--- src/rtl/OoO_pkg.sv ---
// rtl/OoO_pkg.sv - shared AXI read-channel types and read-arbiter enums
package OoO_pkg;

   typedef struct packed {
      logic        arvalid;
      logic [31:0] araddr;
      logic [3:0]  arid;
      logic [7:0]  arlen;
      logic [2:0]  arsize;
      logic [1:0]  arburst;
      logic        rready;
   } axi_r_m2s_t;

   typedef struct packed {
      logic        arready;
      logic        rvalid;
      logic [31:0] rdata;
      logic [1:0]  rresp;
      logic        rlast;
   } axi_r_s2m_t;

   typedef enum logic [1:0] {
      IDLE = 2'd0,
      ADDR = 2'd1,
      DATA = 2'd2
   } rd_arb_state_e;

   typedef enum logic {
      OWNER_IFU = 1'b0,
      OWNER_LSU = 1'b1
   } rd_arb_owner_e;

endpackage

--- src/rtl/ysyx_24080006_rd_arb_pick.sv ---
// rtl/ysyx_24080006_rd_arb_pick.sv - combinational winner selection for the read arbiter
// YSYX_RD_ARB_RR_EN: round-robin tie-break on last grant; otherwise the LSU wins ties.
module ysyx_24080006_rd_arb_pick
   import OoO_pkg::*;
(
   input  logic          ifu_req,
   input  logic          lsu_req,
`ifdef YSYX_RD_ARB_RR_EN
   input  rd_arb_owner_e last_grant,
`endif
   output rd_arb_owner_e winner
);

   always_comb begin
      winner = OWNER_IFU;
      if (ifu_req && lsu_req) begin
`ifdef YSYX_RD_ARB_RR_EN
         winner = (last_grant == OWNER_LSU) ? OWNER_IFU : OWNER_LSU;
`else
         winner = OWNER_LSU;
`endif
      end else if (lsu_req) begin
         winner = OWNER_LSU;
      end
   end

endmodule

--- src/rtl/ysyx_24080006_rd_arbiter.sv ---
// rtl/ysyx_24080006_rd_arbiter.sv - two-requester AXI read arbiter, whole-burst ownership
// YSYX_RD_ARB_RR_EN selects round-robin arbitration; default is fixed LSU priority.
module ysyx_24080006_rd_arbiter
   import OoO_pkg::*;
#(
   parameter int BEAT_W = 8
) (
   input  logic       clock,
   input  logic       reset,
   input  axi_r_m2s_t ifu_r_m2s,
   output axi_r_s2m_t ifu_r_s2m,
   input  axi_r_m2s_t lsu_r_m2s,
   output axi_r_s2m_t lsu_r_s2m,
   output axi_r_m2s_t core_r_m2s,
   input  axi_r_s2m_t core_r_s2m,
   output logic       busy_o,
   output logic       owner_o,
   output logic       proto_err_o
);

   rd_arb_state_e     state, state_nxt;
   rd_arb_owner_e     owner, winner;
   logic [BEAT_W-1:0] beat_cnt, len_q;
   logic              proto_err;
   axi_r_m2s_t        own_req;
   axi_r_s2m_t        own_rsp;
   logic              grant, ar_hs, r_beat, r_done, err_set;

`ifdef YSYX_RD_ARB_RR_EN
   rd_arb_owner_e     last_grant;
`endif

   ysyx_24080006_rd_arb_pick u_pick (
      .ifu_req    (ifu_r_m2s.arvalid),
      .lsu_req    (lsu_r_m2s.arvalid),
`ifdef YSYX_RD_ARB_RR_EN
      .last_grant (last_grant),
`endif
      .winner     (winner)
   );

   assign own_req = (owner == OWNER_LSU) ? lsu_r_m2s : ifu_r_m2s;

   always_comb begin
      state_nxt  = state;
      grant      = 1'b0;
      ar_hs      = 1'b0;
      r_beat     = 1'b0;
      r_done     = 1'b0;
      core_r_m2s = '0;
      own_rsp    = '0;
      ifu_r_s2m  = '0;
      lsu_r_s2m  = '0;
      case (state)
         IDLE: begin
            if (ifu_r_m2s.arvalid || lsu_r_m2s.arvalid) begin
               grant     = 1'b1;
               state_nxt = ADDR;
            end
         end
         ADDR: begin
            core_r_m2s        = own_req;
            core_r_m2s.rready = 1'b0;
            own_rsp.arready   = core_r_s2m.arready;
            if (own_req.arvalid && core_r_s2m.arready) begin
               ar_hs     = 1'b1;
               state_nxt = DATA;
            end
         end
         DATA: begin
            core_r_m2s.rready = own_req.rready;
            own_rsp           = core_r_s2m;
            own_rsp.arready   = 1'b0;
            r_beat            = core_r_s2m.rvalid && own_req.rready;
            if (r_beat && core_r_s2m.rlast) begin
               r_done    = 1'b1;
               state_nxt = IDLE;
            end
         end
         default: state_nxt = IDLE;
      endcase
      // Only the owner ever sees the slave; the other side stays zeroed and keeps waiting.
      if (owner == OWNER_LSU) lsu_r_s2m = own_rsp;
      else                    ifu_r_s2m = own_rsp;
   end

   // A saturated counter can only be passed by a burst that already overran len_q.
   assign err_set = r_beat && (core_r_s2m.rlast ? (beat_cnt != len_q)
                                                : ((beat_cnt == len_q) || (&beat_cnt)));

   always_ff @(posedge clock) begin
      if (reset) state <= IDLE;
      else       state <= state_nxt;
   end

   always_ff @(posedge clock) begin
      if (reset) begin
         owner     <= OWNER_IFU;
         beat_cnt  <= '0;
         len_q     <= '0;
         proto_err <= 1'b0;
      end else begin
         if (grant) begin
            owner    <= winner;
            beat_cnt <= '0;
         end
         if (ar_hs) len_q <= BEAT_W'(own_req.arlen);
         if (r_beat && !(&beat_cnt)) beat_cnt <= beat_cnt + BEAT_W'(1);
         if (err_set) proto_err <= 1'b1;
      end
   end

`ifdef YSYX_RD_ARB_RR_EN
   always_ff @(posedge clock) begin
      if (reset)       last_grant <= OWNER_LSU;
      else if (r_done) last_grant <= owner;
   end
`endif

   assign busy_o      = (state != IDLE);
   assign owner_o     = owner;
   assign proto_err_o = proto_err;

endmodule

--- config.mk ---
export PLATFORM = sky130hd
export DESIGN_NAME = ysyx_24080006_rd_arbiter
export DESIGN_NICKNAME = d
export VERILOG_FILES = /design/src/rtl/OoO_pkg.sv /design/src/rtl/ysyx_24080006_rd_arb_pick.sv /design/src/rtl/ysyx_24080006_rd_arbiter.sv
export SDC_FILE = /design/constraint.sdc
export NUM_CORES = 1
export LEC_CHECK = 0
export CAP_MARGIN = 20
export CORE_AREA = 2 2 104 106
export DETAILED_ROUTE_END_ITERATION = 8
export DIE_AREA = 0 0 106 108
export GPL_TIMING_DRIVEN = 0
export PLACE_DENSITY = 0.69
export SLEW_MARGIN = 10
export SYNTH_ARGS = -nofsm -noshare
export SYNTH_HDL_FRONTEND = slang
export SYNTH_HIERARCHICAL = 1
export SYNTH_SLANG_ARGS = --single-unit
export TNS_END_PERCENT = 20
--- constraint.sdc ---
create_clock -name clock -period 1.7 [get_ports clock]
set_input_delay 0.34 -clock clock [delete_from_list [all_inputs] [get_ports clock]]
set_output_delay 0.34 -clock clock [all_outputs]
set_load 0.005 [all_outputs]
==> impl_metrics.env <==
export IMPL_whs_endpoint="state[0]"
export IMPL_setup_violations=107
export IMPL_first_iter_violations=201
export IMPL_drc=0
export IMPL_root_buffer="clkbuf_8"
export IMPL_worstRegToRegCells=6
export IMPL_die_height_um=108
export IMPL_die_x_um=106
export IMPL_ir_drop_v=0.000220
export IMPL_avgRoutedWirePerCell_um=18.6
export IMPL_grt_pass1_wl_um=19600
export IMPL_fmax_ghz=0.534
export IMPL_grt_pass1_vias=3408
export IMPL_rows=37
export IMPL_post_route_util=0.571
export IMPL_hold_buffers=0
export IMPL_fin_crit_ps=1870
export IMPL_hpwl_um=10700
export IMPL_cts_tree="done"
export IMPL_clk_pin_slew_ps=70
export IMPL_yosysUniqueCellTypes=39
export IMPL_crit_type="reg2out"
export IMPL_max_slew_margin_rel=0.644
export IMPL_slew_viol_final=0
export IMPL_syn_num_nets=455
export IMPL_arrival_ps=1530
export IMPL_hold_viol_final=0
export IMPL_core_area_mm2=0.0102
export IMPL_portBuffers=268
export IMPL_gp_congestion=0.902
export IMPL_cp_required_ps=1360
export IMPL_power_switching_w=0.000626
export IMPL_sw_frac_of_total=0.304
export IMPL_vias_per_cell=4.63
export IMPL_track_usage=0.217
export IMPL_min_delay_path_depth=1
export IMPL_yosys_register_bits=20
export IMPL_grt_max_degree=11
export IMPL_synth_edff_count=0
export IMPL_cts_max_level=1
export IMPL_p_int_w=0.00143
export IMPL_start_kind="flip-flop"
export IMPL_cp_end_kind="primary output"
export IMPL_synthCells=313
export IMPL_fin_nets=768
export IMPL_start_util=0.222
export IMPL_clk_latency_ps=250
export IMPL_p_leak_nw=2.70
export IMPL_syn_area_mm2=0.00227
export IMPL_combPwrFrac=0.614
export IMPL_async_reset_ff_frac=0
export IMPL_ant_nets=0
export IMPL_pre_cts_ws_ps=-719
export IMPL_rsz0062_at_grt="true"
export IMPL_num_vias=3515
export IMPL_cts_max_path_buffers=2
export IMPL_fin_crit_sh=1.10
export IMPL_power_w=0.00206
export IMPL_firstDrtPassIters=4
export IMPL_cts_sinks=20
export IMPL_antenna_cells=0
export IMPL_fin_skew_ps=1.52
export IMPL_p_clk_frac=0.146
export IMPL_io_pins=269
export IMPL_rr_endpoint="beat_cnt[3]"
export IMPL_hold_path_class="reg2reg"
export IMPL_cts_buffers=3
export IMPL_crit_reg2reg_launch="state[0]"
export IMPL_syn_area_per_cell_um2=7.27
export IMPL_ys_seq_area_frac=0.176
export IMPL_setup_slack_ps=-173
export IMPL_seqPwrFrac=0.241
export IMPL_r2r_slack_ps=0
export IMPL_wl_um=14100
export IMPL_yosys_warnings=6
export IMPL_die_area_mm2=0.0114
export IMPL_tightest_slew_ps=521
export IMPL_drive_gt1_frac=0.393
export IMPL_antenna_found_initial=0
export IMPL_run_status="finished, violations left"
export IMPL_hp_start="state[1]"
export IMPL_drv_cap=0
export IMPL_grt_ovfl_total=0
export IMPL_area_growth_pct=157
export IMPL_synth_main_ff_cell="dfxtp_1"
export IMPL_crit_fanout=7
export IMPL_violations="setup timing"
export IMPL_powerDensity_mw_per_mm2=353
[metal layers]
metal	GRT usage	routed length [µm]	vias to the layer above
li1	-	-	1712
met1	0.274	5830	1658
met2	0.402	7460	128
met3	0.0235	614	17
met4	0.0367	223	0
met5	0	0	-
[worst max-delay path by stage]
stage / from / end / slack [ps]
floorplan: owner_o / core_r_m2s[14] / 90
global placement: state[1] / core_r_m2s[38] / -730
detailed placement: state[1] / core_r_m2s[38] / -720
CTS: owner_o / core_r_m2s[0] / -220
global route: owner_o / core_r_m2s[17] / -260
finish: owner_o / core_r_m2s[17] / -170
[cell usage in the layout (no fill, tap or decap), types with 3 or more instances in the layout]
| cell type | count |
|---|---|
| a2111oi_0 | 3 |
| a21oi_1 | 3 |
| a22oi_1 | 8 |
| and2_1 | 25 |
| and2_4 | 11 |
| and3_1 | 15 |
| and3_4 | 23 |
| buf_12 | 10 |
| buf_2 | 57 |
| buf_4 | 16 |
| buf_6 | 46 |
| buf_8 | 11 |
| clkbuf_1 | 3 |
| clkbuf_16 | 8 |
| clkbuf_2 | 28 |
| clkbuf_8 | 6 |
| clkdlybuf4s50_1 | 140 |
| dfxtp_1 | 16 |
| dlygate4sd2_1 | 8 |
| inv_1 | 3 |
| mux2i_1 | 49 |
| nand2_1 | 8 |
| nand3_2 | 4 |
| nor2_1 | 60 |
| nor3_1 | 3 |
| o211ai_1 | 3 |
| o21ai_0 | 4 |
| or2_2 | 3 |
| xor2_1 | 9 |
[logic make-up after synthesis]
logic type | synth area share
adder cells (fa/ha/maj) | 0.00550
multiplexers | 0.238
AND/OR/NAND/NOR | 0.384
flip-flops | 0.176
buffers and inverters | 0.0545
XOR/XNOR | 0.0385
AO/OA/AOI/OAI | 0.103
[power by group through the flow]
stage / clock [W] / combinational, W / sequential, W
after global placement: 0 / 0.00102 / 0.000505
after floorplan: 0 / 0.000350 / 0.000502
after global routing: 0.000331 / 0.00134 / 0.000497
final: 0.000300 / 0.00126 / 0.000496
after detailed placement: 0 / 0.00103 / 0.000505
after CTS: 0.000309 / 0.00118 / 0.000495
[repair_timing]
action | in CTS | in global routing
setup endpoints to repair | 133 | 132
pin swaps | 20 | 18
gates cloned | 10 | 4
resized for setup | 518 | 134
buffers inserted | 26 | 3
[flip-flops by register name (all words and copies together), names as in the netlist]
register / count
proto_err_o: 1
owner_o: 1
len_q: 8
state: 2
beat_cnt: 8
[cell usage after synthesis, types with 2 or more instances]
| cell | n | area [µm²] |
|---|---|---|
| o21ai_0 | 4 | 20.0 |
| xor2_1 | 9 | 78.8 |
| nand2b_1 | 2 | 12.5 |
| or2_2 | 3 | 18.8 |
| and3_1 | 38 | 238 |
| nor3_1 | 3 | 15.0 |
| a22oi_1 | 8 | 60.1 |
| o211ai_1 | 3 | 22.5 |
| inv_1 | 3 | 11.3 |
| mux2i_1 | 53 | 531 |
| buf_2 | 6 | 30.0 |
| clkbuf_1 | 18 | 67.6 |
| nor2b_1 | 3 | 18.8 |
| dfxtp_1 | 20 | 400 |
| nor4_1 | 2 | 12.5 |
| nand3_2 | 2 | 20.0 |
| nor2_1 | 64 | 240 |
| nand3_1 | 2 | 10.0 |
| a2111oi_0 | 3 | 26.3 |
| a21o_1 | 2 | 15.0 |
| nand2_1 | 8 | 30.0 |
| o2bb2ai_1 | 2 | 17.5 |
| nand4_1 | 2 | 12.5 |
| and2_1 | 36 | 225 |
| a21oi_1 | 3 | 15.0 |
[worst max-delay path, stage by stage (launching register included)]
cell and delay, ps:
dfxtp_2 340, buf_12 140, buf_12 150, buf_16 130, buf_6 100, mux2i_1 110, nor2_1 150, buf_2 150
[stage by stage]
step,cells,instance area [µm²],setup TNS [ps],hold WS [ps]
after floorplan,313,2270,0,409
after detailed placement,717,5130,-71090,517
after CTS,756,5580,-11400,496
after global placement,717,5130,-70400,505
after global routing,760,5840,-13620,512
final,760,5840,-6730,485
[area by class of cell]
class / instances / area [µm²]
Multi-Input combinational cell: 264 / 1980
Tap cell: 136 / 170
Inverter: 3 / 11.3
Fill cell: 916 / 4390
Buffer: 24 / 383
Clock buffer: 3 / 41.3
Sequential cell: 20 / 410
Timing Repair Buffer: 310 / 2850
Power figures use the tool's default switching activity.
